<file path="src/rtl/riscv_id.sv">
// Decode stage: IF/ID register, 32x32 register file with write-through, immediate decode, load-use and JAL control.
// Latency: one cycle from IF/ID to the ID/EX outputs; stall, JAL redirect and target are combinational from IF/ID.
// Backpressure: a load-use hazard holds IF/ID for one cycle and inserts an ID/EX bubble; i_ex_jmp flushes both registers.
module riscv_id #(
  parameter logic [31:0] NOP_INSTR = 32'h0000_0013
) (
  input  logic        clk,
  input  logic        rst_n,
  input  logic [31:0] i_pc,
  input  logic [31:0] i_instr,
  input  logic        i_ex_jmp,
  input  logic        i_wb_we,
  input  logic [4:0]  i_wb_rd,
  input  logic [31:0] i_wb_data,
  output logic        o_id_jmp,
  output logic [31:0] o_id_target,
  output logic        o_stall,
  output logic        o_ex_valid,
  output logic [31:0] o_ex_pc,
  output logic [6:0]  o_ex_opcode,
  output logic [2:0]  o_ex_funct3,
  output logic        o_ex_funct7b5,
  output logic [4:0]  o_ex_rs1,
  output logic [4:0]  o_ex_rs2,
  output logic [4:0]  o_ex_rd,
  output logic [31:0] o_ex_rs1_data,
  output logic [31:0] o_ex_rs2_data,
  output logic [31:0] o_ex_imm,
  output logic        o_ex_illegal
);

  localparam logic [6:0] OP_LOAD   = 7'b0000011;
  localparam logic [6:0] OP_IMM    = 7'b0010011;
  localparam logic [6:0] OP_JALR   = 7'b1100111;
  localparam logic [6:0] OP_STORE  = 7'b0100011;
  localparam logic [6:0] OP_BRANCH = 7'b1100011;
  localparam logic [6:0] OP_LUI    = 7'b0110111;
  localparam logic [6:0] OP_AUIPC  = 7'b0010111;
  localparam logic [6:0] OP_JAL    = 7'b1101111;
  localparam logic [6:0] OP_R      = 7'b0110011;

  typedef struct packed {
    logic        valid;
    logic [31:0] pc;
    logic [6:0]  opcode;
    logic [2:0]  funct3;
    logic        funct7b5;
    logic [4:0]  rs1;
    logic [4:0]  rs2;
    logic [4:0]  rd;
    logic [31:0] rs1_data;
    logic [31:0] rs2_data;
    logic [31:0] imm;
    logic        illegal;
  } idex_t;

  logic [31:0] ifid_pc_q, ifid_pc_d;
  logic [31:0] ifid_instr_q, ifid_instr_d;
  logic        ifid_valid_q, ifid_valid_d;
  logic [31:0] regs_q [32];
  logic [31:0] regs_d [32];
  idex_t       idex_q, idex_d;

  logic [6:0]  opcode;
  logic [4:0]  rs1, rs2, rd;
  logic [31:0] imm, imm_j, rs1_data, rs2_data;
  logic        illegal, rs1_used, rs2_used;

  assign opcode = ifid_instr_q[6:0];
  assign rd     = ifid_instr_q[11:7];
  assign rs1    = ifid_instr_q[19:15];
  assign rs2    = ifid_instr_q[24:20];
  assign imm_j  = {{11{ifid_instr_q[31]}}, ifid_instr_q[31], ifid_instr_q[19:12],
                   ifid_instr_q[20], ifid_instr_q[30:21], 1'b0};

  // Immediate format, operand usage and legality selected by opcode
  always_comb begin
    imm      = '0;
    illegal  = 1'b0;
    rs1_used = 1'b0;
    rs2_used = 1'b0;
    case (opcode)
      OP_LOAD, OP_IMM, OP_JALR: begin
        imm      = {{20{ifid_instr_q[31]}}, ifid_instr_q[31:20]};
        rs1_used = 1'b1;
      end
      OP_STORE: begin
        imm      = {{20{ifid_instr_q[31]}}, ifid_instr_q[31:25], ifid_instr_q[11:7]};
        rs1_used = 1'b1;
        rs2_used = 1'b1;
      end
      OP_BRANCH: begin
        imm      = {{19{ifid_instr_q[31]}}, ifid_instr_q[31], ifid_instr_q[7],
                    ifid_instr_q[30:25], ifid_instr_q[11:8], 1'b0};
        rs1_used = 1'b1;
        rs2_used = 1'b1;
      end
      OP_LUI, OP_AUIPC: imm = {ifid_instr_q[31:12], 12'h000};
      OP_JAL:           imm = imm_j;
      OP_R: begin
        rs1_used = 1'b1;
        rs2_used = 1'b1;
      end
      default: illegal = 1'b1;
    endcase
  end

  // Register reads; a same-cycle writeback to a nonzero register is forwarded
  always_comb begin
    rs1_data = regs_q[rs1];
    rs2_data = regs_q[rs2];
    if (i_wb_we && (i_wb_rd != 5'd0) && (i_wb_rd == rs1)) rs1_data = i_wb_data;
    if (i_wb_we && (i_wb_rd != 5'd0) && (i_wb_rd == rs2)) rs2_data = i_wb_data;
    if (rs1 == 5'd0) rs1_data = '0;
    if (rs2 == 5'd0) rs2_data = '0;
  end

  // Load-use hazard and decode-stage JAL redirect; an execute redirect overrides both
  always_comb begin
    o_stall = ifid_valid_q && idex_q.valid && (idex_q.opcode == OP_LOAD) && (idex_q.rd != 5'd0) &&
              ((rs1_used && (rs1 == idex_q.rd)) || (rs2_used && (rs2 == idex_q.rd))) && !i_ex_jmp;
    o_id_jmp    = ifid_valid_q && (opcode == OP_JAL) && !o_stall && !i_ex_jmp;
    o_id_target = ifid_valid_q ? (ifid_pc_q + imm_j) : '0;
  end

  // IF/ID next state: redirects squash to NOP, a stall holds, otherwise take the fetched word
  always_comb begin
    ifid_pc_d    = i_pc;
    ifid_instr_d = i_instr;
    ifid_valid_d = 1'b1;
    if (i_ex_jmp || o_id_jmp) begin
      ifid_pc_d    = '0;
      ifid_instr_d = NOP_INSTR;
      ifid_valid_d = 1'b0;
    end else if (o_stall) begin
      ifid_pc_d    = ifid_pc_q;
      ifid_instr_d = ifid_instr_q;
      ifid_valid_d = ifid_valid_q;
    end
  end

  // ID/EX next state: bubble on flush or stall, otherwise the decoded instruction
  always_comb begin
    idex_d = '0;
    if (!(i_ex_jmp || o_stall)) begin
      idex_d.valid    = ifid_valid_q;
      idex_d.pc       = ifid_pc_q;
      idex_d.opcode   = opcode;
      idex_d.funct3   = ifid_instr_q[14:12];
      idex_d.funct7b5 = ifid_instr_q[30];
      idex_d.rs1      = rs1;
      idex_d.rs2      = rs2;
      idex_d.rd       = illegal ? 5'd0 : rd;
      idex_d.rs1_data = rs1_data;
      idex_d.rs2_data = rs2_data;
      idex_d.imm      = imm;
      idex_d.illegal  = illegal;
    end
  end

  // Register file write; x0 is never written
  always_comb begin
    regs_d = regs_q;
    if (i_wb_we && (i_wb_rd != 5'd0)) regs_d[i_wb_rd] = i_wb_data;
  end

  // State registers with asynchronous clear
  always_ff @(posedge clk or negedge rst_n) begin
    if (!rst_n) begin
      ifid_pc_q    <= '0;
      ifid_instr_q <= NOP_INSTR;
      ifid_valid_q <= 1'b0;
      idex_q       <= '0;
      for (int i = 0; i < 32; i++) regs_q[i] <= '0;
    end else begin
      ifid_pc_q    <= ifid_pc_d;
      ifid_instr_q <= ifid_instr_d;
      ifid_valid_q <= ifid_valid_d;
      idex_q       <= idex_d;
      regs_q       <= regs_d;
    end
  end

  assign o_ex_valid    = idex_q.valid;
  assign o_ex_pc       = idex_q.pc;
  assign o_ex_opcode   = idex_q.opcode;
  assign o_ex_funct3   = idex_q.funct3;
  assign o_ex_funct7b5 = idex_q.funct7b5;
  assign o_ex_rs1      = idex_q.rs1;
  assign o_ex_rs2      = idex_q.rs2;
  assign o_ex_rd       = idex_q.rd;
  assign o_ex_rs1_data = idex_q.rs1_data;
  assign o_ex_rs2_data = idex_q.rs2_data;
  assign o_ex_imm      = idex_q.imm;
  assign o_ex_illegal  = idex_q.illegal;

endmodule
</file>
<file path="config.mk">
export PLATFORM = sky130hd
export DESIGN_NAME = riscv_id
export DESIGN_NICKNAME = d
export VERILOG_FILES = /design/src/rtl/riscv_id.sv
export SDC_FILE = /design/constraint.sdc
export NUM_CORES = 2
export LEC_CHECK = 0
export CAP_MARGIN = 20
export CELL_PAD_IN_SITES_DETAIL_PLACEMENT = 1
export CELL_PAD_IN_SITES_GLOBAL_PLACEMENT = 2
export CORE_UTILIZATION = 40
export DETAILED_ROUTE_END_ITERATION = 8
export HOLD_SLACK_MARGIN = 0.06
export PLACE_DENSITY_LB_ADDON = 0.08
export RECOVER_POWER = 50
export REMOVE_ABC_BUFFERS = 1
export SLEW_MARGIN = 20
export SYNTH_ARGS = -nofsm -noshare
export SYNTH_HDL_FRONTEND = slang
export SYNTH_SLANG_ARGS = --single-unit
</file>
<file path="constraint.sdc">
create_clock -name clk -period 2.9 [get_ports clk]
set_input_delay 0.58 -clock clk [delete_from_list [all_inputs] [get_ports clk]]
set_output_delay 0.58 -clock clk [all_outputs]
set_load 0.01 [all_outputs]
</file>
* Word level (Yosys, flattened, before mapping) *
Index checks and enable logic that the tools add are counted.
W data, S select, Z words.

cells by class
  add/sub/neg operators = 1
  $mul = 0
  div/mod/pow operators = 0
  $lt $le $gt $ge = 4
  equal/unequal tests = 15
  shift operators = 0
  muxes and demuxes = 26
  bitwise gates (word level) = 3
  reductions and logical operators = 28

operator list
  kind                  count
  $bwmux W1024          1
  $mux W32              14
  $bmux W32 S5          2
  $demux W32 S5         1
  $pmux W32 S5          1
  $mux W156             1
  $add A32 B32 Y32      1
  $eq A7 B6 Y1 const B  3
  $eq A7 B7 Y1 const B  3
  $eq A5 B5 Y1          4
  $ge A6 B6 Y1 const B  3
  $not A5 Y6            3
  $eq A7 B2 Y1 const B  2
  $eq A7 B5 Y1 const B  2
  $logic_and A1 B1 Y1   14
  $logic_not A5 Y1      2
  $reduce_bool A5 Y1    2
  $reduce_or A9 Y1      1
  $lt A6 B1 Y1 const B  1
  $reduce_or A3 Y1      2
  $reduce_or A6 Y1      1
  $mux W1               5
  $mux W5               1
  $logic_or A1 B1 Y1    3
  3 further kinds       4

storage, ports and cells
  bits in registers = 1245
  bits in latches = 0
  bits in writable memories = 0
  memory bits (read-only) = 0
  logic and storage cells = 124
  memories kept = 0

* Logic depth before layout (Yosys ltp) *
  word-level depth = 12
  mapped depth = 9
  mapped depth without buffers = 8

* Worst setup path after synthesis *
No wires, ideal clock.

  path type = reg-to-output
  start point = reg ifid_pc_q[1]
  end point = out o_id_target[25]
  arrival = 2602 ps
  path slack = -282 ps
  cell stages (with the launch flop) = 9
  path buffers = 0
  path through = dfrtp_1 -> ha_1 -> fa_1 -> a21o_1 -> a22o_1 -> a211oi_1 -> o221ai_1 -> a311oi_1 -> mux2i_1

between the ends
  word-level cells in the longest chain between the ends = 2

ends and longest elaborated chain
  element                   line  RTL
  start: declaration        57    logic [31:0] ifid_pc_q, ifid_pc_d;
  start signal: assignment  176   ifid_pc_q <= ifid_pc_d;
  $add A32 B32 Y32          123   o_id_target = ifid_valid_q ? (ifid_pc_q + imm_j) : '0;
  $mux W32                  123
  end: declaration          16    output logic [31:0] o_id_target,

Every way passes these cells.

* Worst setup path in the final report *
  start point = reg ifid_instr_q[21]
  end point = out o_id_target[31]

between the ends
  word-level cells in the longest chain between the ends = 2

ends and longest elaborated chain
  element                   line  RTL
  start: declaration        58    logic [31:0] ifid_instr_q, ifid_instr_d;
  start signal: assignment  177   ifid_instr_q <= ifid_instr_d;
  $add A32 B32 Y32          123
  $mux W32                  123

Every way passes these cells.

==> flow_summary.ini <==
[die]
dieArea_um2 = 161800
start_util_pct = 40.38
core_area_um2 = 158700
num_io_pins = 295
die_width_um = 402.3
rows = 146
die_height_um = 402.3

[global_routing]
grt_usage_pct = 28.10
grt_overflow = 0
grt_pass1_wl_mm = 331.7
grt_max_degree = 115
grt_pass1_vias = 46130
antenna_found_initial = 8

[finish]
multi_input_area_um2 = 31760
layout.nets = 4998
final_common_cell = dfrtp_1
final_util_pct = 49.57
drive_gt1_share_pct = 47.81
fillers = 15300
final_cell_mix = dfrtp_1 (1,236), mux2_2 (992), mux4_2 (512), buf_4 (310), mux2i_1 (265)
seqCellArea_um2 = 31180
areaGrowthSynthToFinish_pct = 22.76
final_cell_count_no_fill = 7047

[critical_path]
crit_type = register to primary output
cpMostUsedCell = buf_6
cp_top_family = compound AO/OA/AOI/OAI gates
path_buf_inv = 4
required_ns = 2.32
crit_path_max_fanout = 3
end_kind = primary output
rrSetupSlack_ns = 0.07
crit_arrival_ns = 3.52
slowest_stage = dfrtp_4
start_kind = register
max_stage_delay_ns = 0.49
crit_chain = ha_4 -> fa_2 -> a21o_1 -> buf_6 -> a221oi_2 -> buf_4 -> a2bb2oi_2 -> buf_6 -> o21ai_2 -> a31o_2 -> mux2_4 -> buf_6
reg2reg_depth = 10
cp.depth = 12

[power]
p_seq_share_pct = 43.6
swShare_pct = 26.67
p_int_mw = 37.64
p_leak_nw = 33.86
pwr-share-comb_pct = 19.5
powerDensity_nw_per_um2 = 652.3
p_sw_mw = 13.69
ir_worst_vdd_mv = 0.6343
power_frac_clock_pct = 37.0

[placed_design]
portBuffers = 294
post-place-ws_ns = -1.056
placed_cells = 6736
dpl.hpwl_mm = 136.7
finalWeightedCongestion = 0.8154

[timing]
hold_viol = 0
setup_viol = 180
fin_worst_skew_ns = 0.02093
final_max_slew_viol_count = 61
timing.fmax_mhz = 243.9
whs_ns = 0.3865
max_slew.worst_pin.slew_ns = 2.224
slew_headroom_pct = -48.27
setup_ws_ns = -1.200
rsz0062_at_grt = yes
fin_crit_ns = 4.100
finalCritPeriodShare_pct = 141.4

[yosys]
synthCells = 4408
syn_area_um2 = 64100
synth_cell_types = 59
ys_warn_count = 0
synthFlopType = dfrtp_1
ys_ff_latch = 1245
synth_seq_area_share_pct = 48.61
syn_avg_cell_area_um2 = 14.54
postSynth.asyncResetShare_pct = 100.0
synth-edff-count = 0

[clocking]
htree_levels = 4
clkSinkCount = 1245
tritoncts = done
clkLatencyLatePin_ns = 0.78
numCtsBuffers = 148
cts_buffer_depth = 3
clkTransAtPathRegs_ns = 0.06
root_buffer = clkbuf_16

[route]
drc = 0
post_drt_via_cell_ratio = 6.044
first_pass_iters = 5
drt_iter0_drc = 2615
dr_total_vias = 42590
totalWireLength_mm = 225.3
ant_nets = 0
wl_per_cell_um = 31.97

[worst_hold_path]
whs_path_depth = 2
hp-class = primary input to register

[run_status]
violations = capacitance limit, slew limit, setup timing
status = finished with violations

[job]
cap_violations = 1
-- cell usage after synthesis (all sizes together), types with 3 or more instances --
cell type,count,share of area [%]
a21oi,54,0.42
and2,12,0.12
a22oi,6,0.070
o21a,4,0.047
xor2,16,0.22
nor4,5,0.049
a22o,61,0.83
dfrtp,1242,48
nand3,18,0.14
or2,4,0.039
a211oi,4,0.047
dfstp,3,0.12
buf,192,1.5
nand2b,17,0.17
xnor2,20,0.27
mux2i,266,4.2
mux2,993,17
inv,10,0.059
clkbuf,279,1.6
nand2,65,0.38
nor2,136,0.81
a21o,16,0.19
nor2b,5,0.049
nor3,145,1.1
or4,6,0.070
nand3b,6,0.070
o211ai,8,0.094
nand4,11,0.11
and3b,3,0.041
mux4,512,18
o21ai,22,0.17
o22ai,129,1.3
a311oi,4,0.055
and3,74,0.72
nor3b,6,0.070
a221oi,4,0.055
ha,30,0.59
-- per-layer routing --
metal	GRT usage [%]	vias up	routed length, um
met5	0	-	21
met4	8.417	4	6949
met3	4.161	349	10660
met2	45.48	1153	108000
met1	39.18	23330	99730
li1	-	17760	-
-- final timing paths --
check,endpoint,start
min in group asynchronous,o_ex_pc[25],rst_n
max in group asynchronous,regs_q[547],rst_n
hold reg to reg,regs_q[1000],regs_q[1000]
setup reg to reg,o_ex_rs1_data[12],ifid_instr_q[16]
setup / recovery,o_id_target[31],ifid_instr_q[21]
hold / removal,ifid_instr_q[1],i_instr[1]
-- stage by stage --
stage | TNS, ns | total power, mW | cell area [um^2]
2_1_floorplan | -2337.80 | 29.03 | 62080
3_3_place_gp | -54.49 | 31.97 | 72530
3_5_place_dp | -63.42 | 32.42 | 72530
4_1_cts | -27.36 | 51.78 | 78440
5_1_grt | -129.15 | 53.55 | 78680
6_report | -32.14 | 51.33 | 78690
-- power by group through the flow --
stage                     clock network, mW  logic, mW  registers [mW]
final                                  19.0       9.99            22.4
after global routing                   20.1       10.7            22.8
after CTS                              19.4       10.0            22.3
after detailed placement                  0       9.84            22.6
after global placement                    0       9.63            22.3
after floorplan                           0       6.80            22.2
-- state kept, by name, indices dropped and copies added (netlist names) --
signal         flops
ifid_pc_q         32
o_ex_valid         1
o_ex_rs1           5
o_ex_imm          32
ifid_valid_q       1
o_ex_funct3        3
o_ex_rs2           5
o_ex_opcode        7
o_ex_rs1_data     32
o_ex_rs2_data     32
ifid_instr_q      32
o_ex_rd            5
o_ex_illegal       1
o_ex_pc           32
o_ex_funct7b5      1
regs_q          1024
-- cell type report --
type,count,area share [%]
flip-flops and latches,1245,39.63
clock inverters,32,0.5534
clock buffers,228,5.669
repair buffers,775,10.43
diodes,3,0.009541
multi-input cells,2682,40.37
inverters,10,0.04770
well taps,2072,3.295
-- kinds of logic (layout without fill, tap and decap cells) --
family / Yosys count / count (layout) / share of synthesized area, %
and+or+nand+nor: 517 / 517 / 4.015
xor gates and xnor gates: 36 / 36 / 0.4919
adders and majority gates: 31 / 31 / 0.6169
other: 0 / 3 / 0
buffers and inverters: 481 / 1045 / 3.201
muxes: 1771 / 1771 / 39.59
AOI/OAI and AO/OA: 327 / 327 / 3.473
DFF: 1245 / 1245 / 48.61
-- what timing repair did --
item,4_1_cts,5_1_grt
cloned,12,3
pin swaps,45,44
endpoints found under the setup margin,168,68
endpoints found under the hold margin,39,0
buffers inserted,18,18
hold buffers,1,0
gates resized for setup,251,69
(Power assumes the default switching activity.)
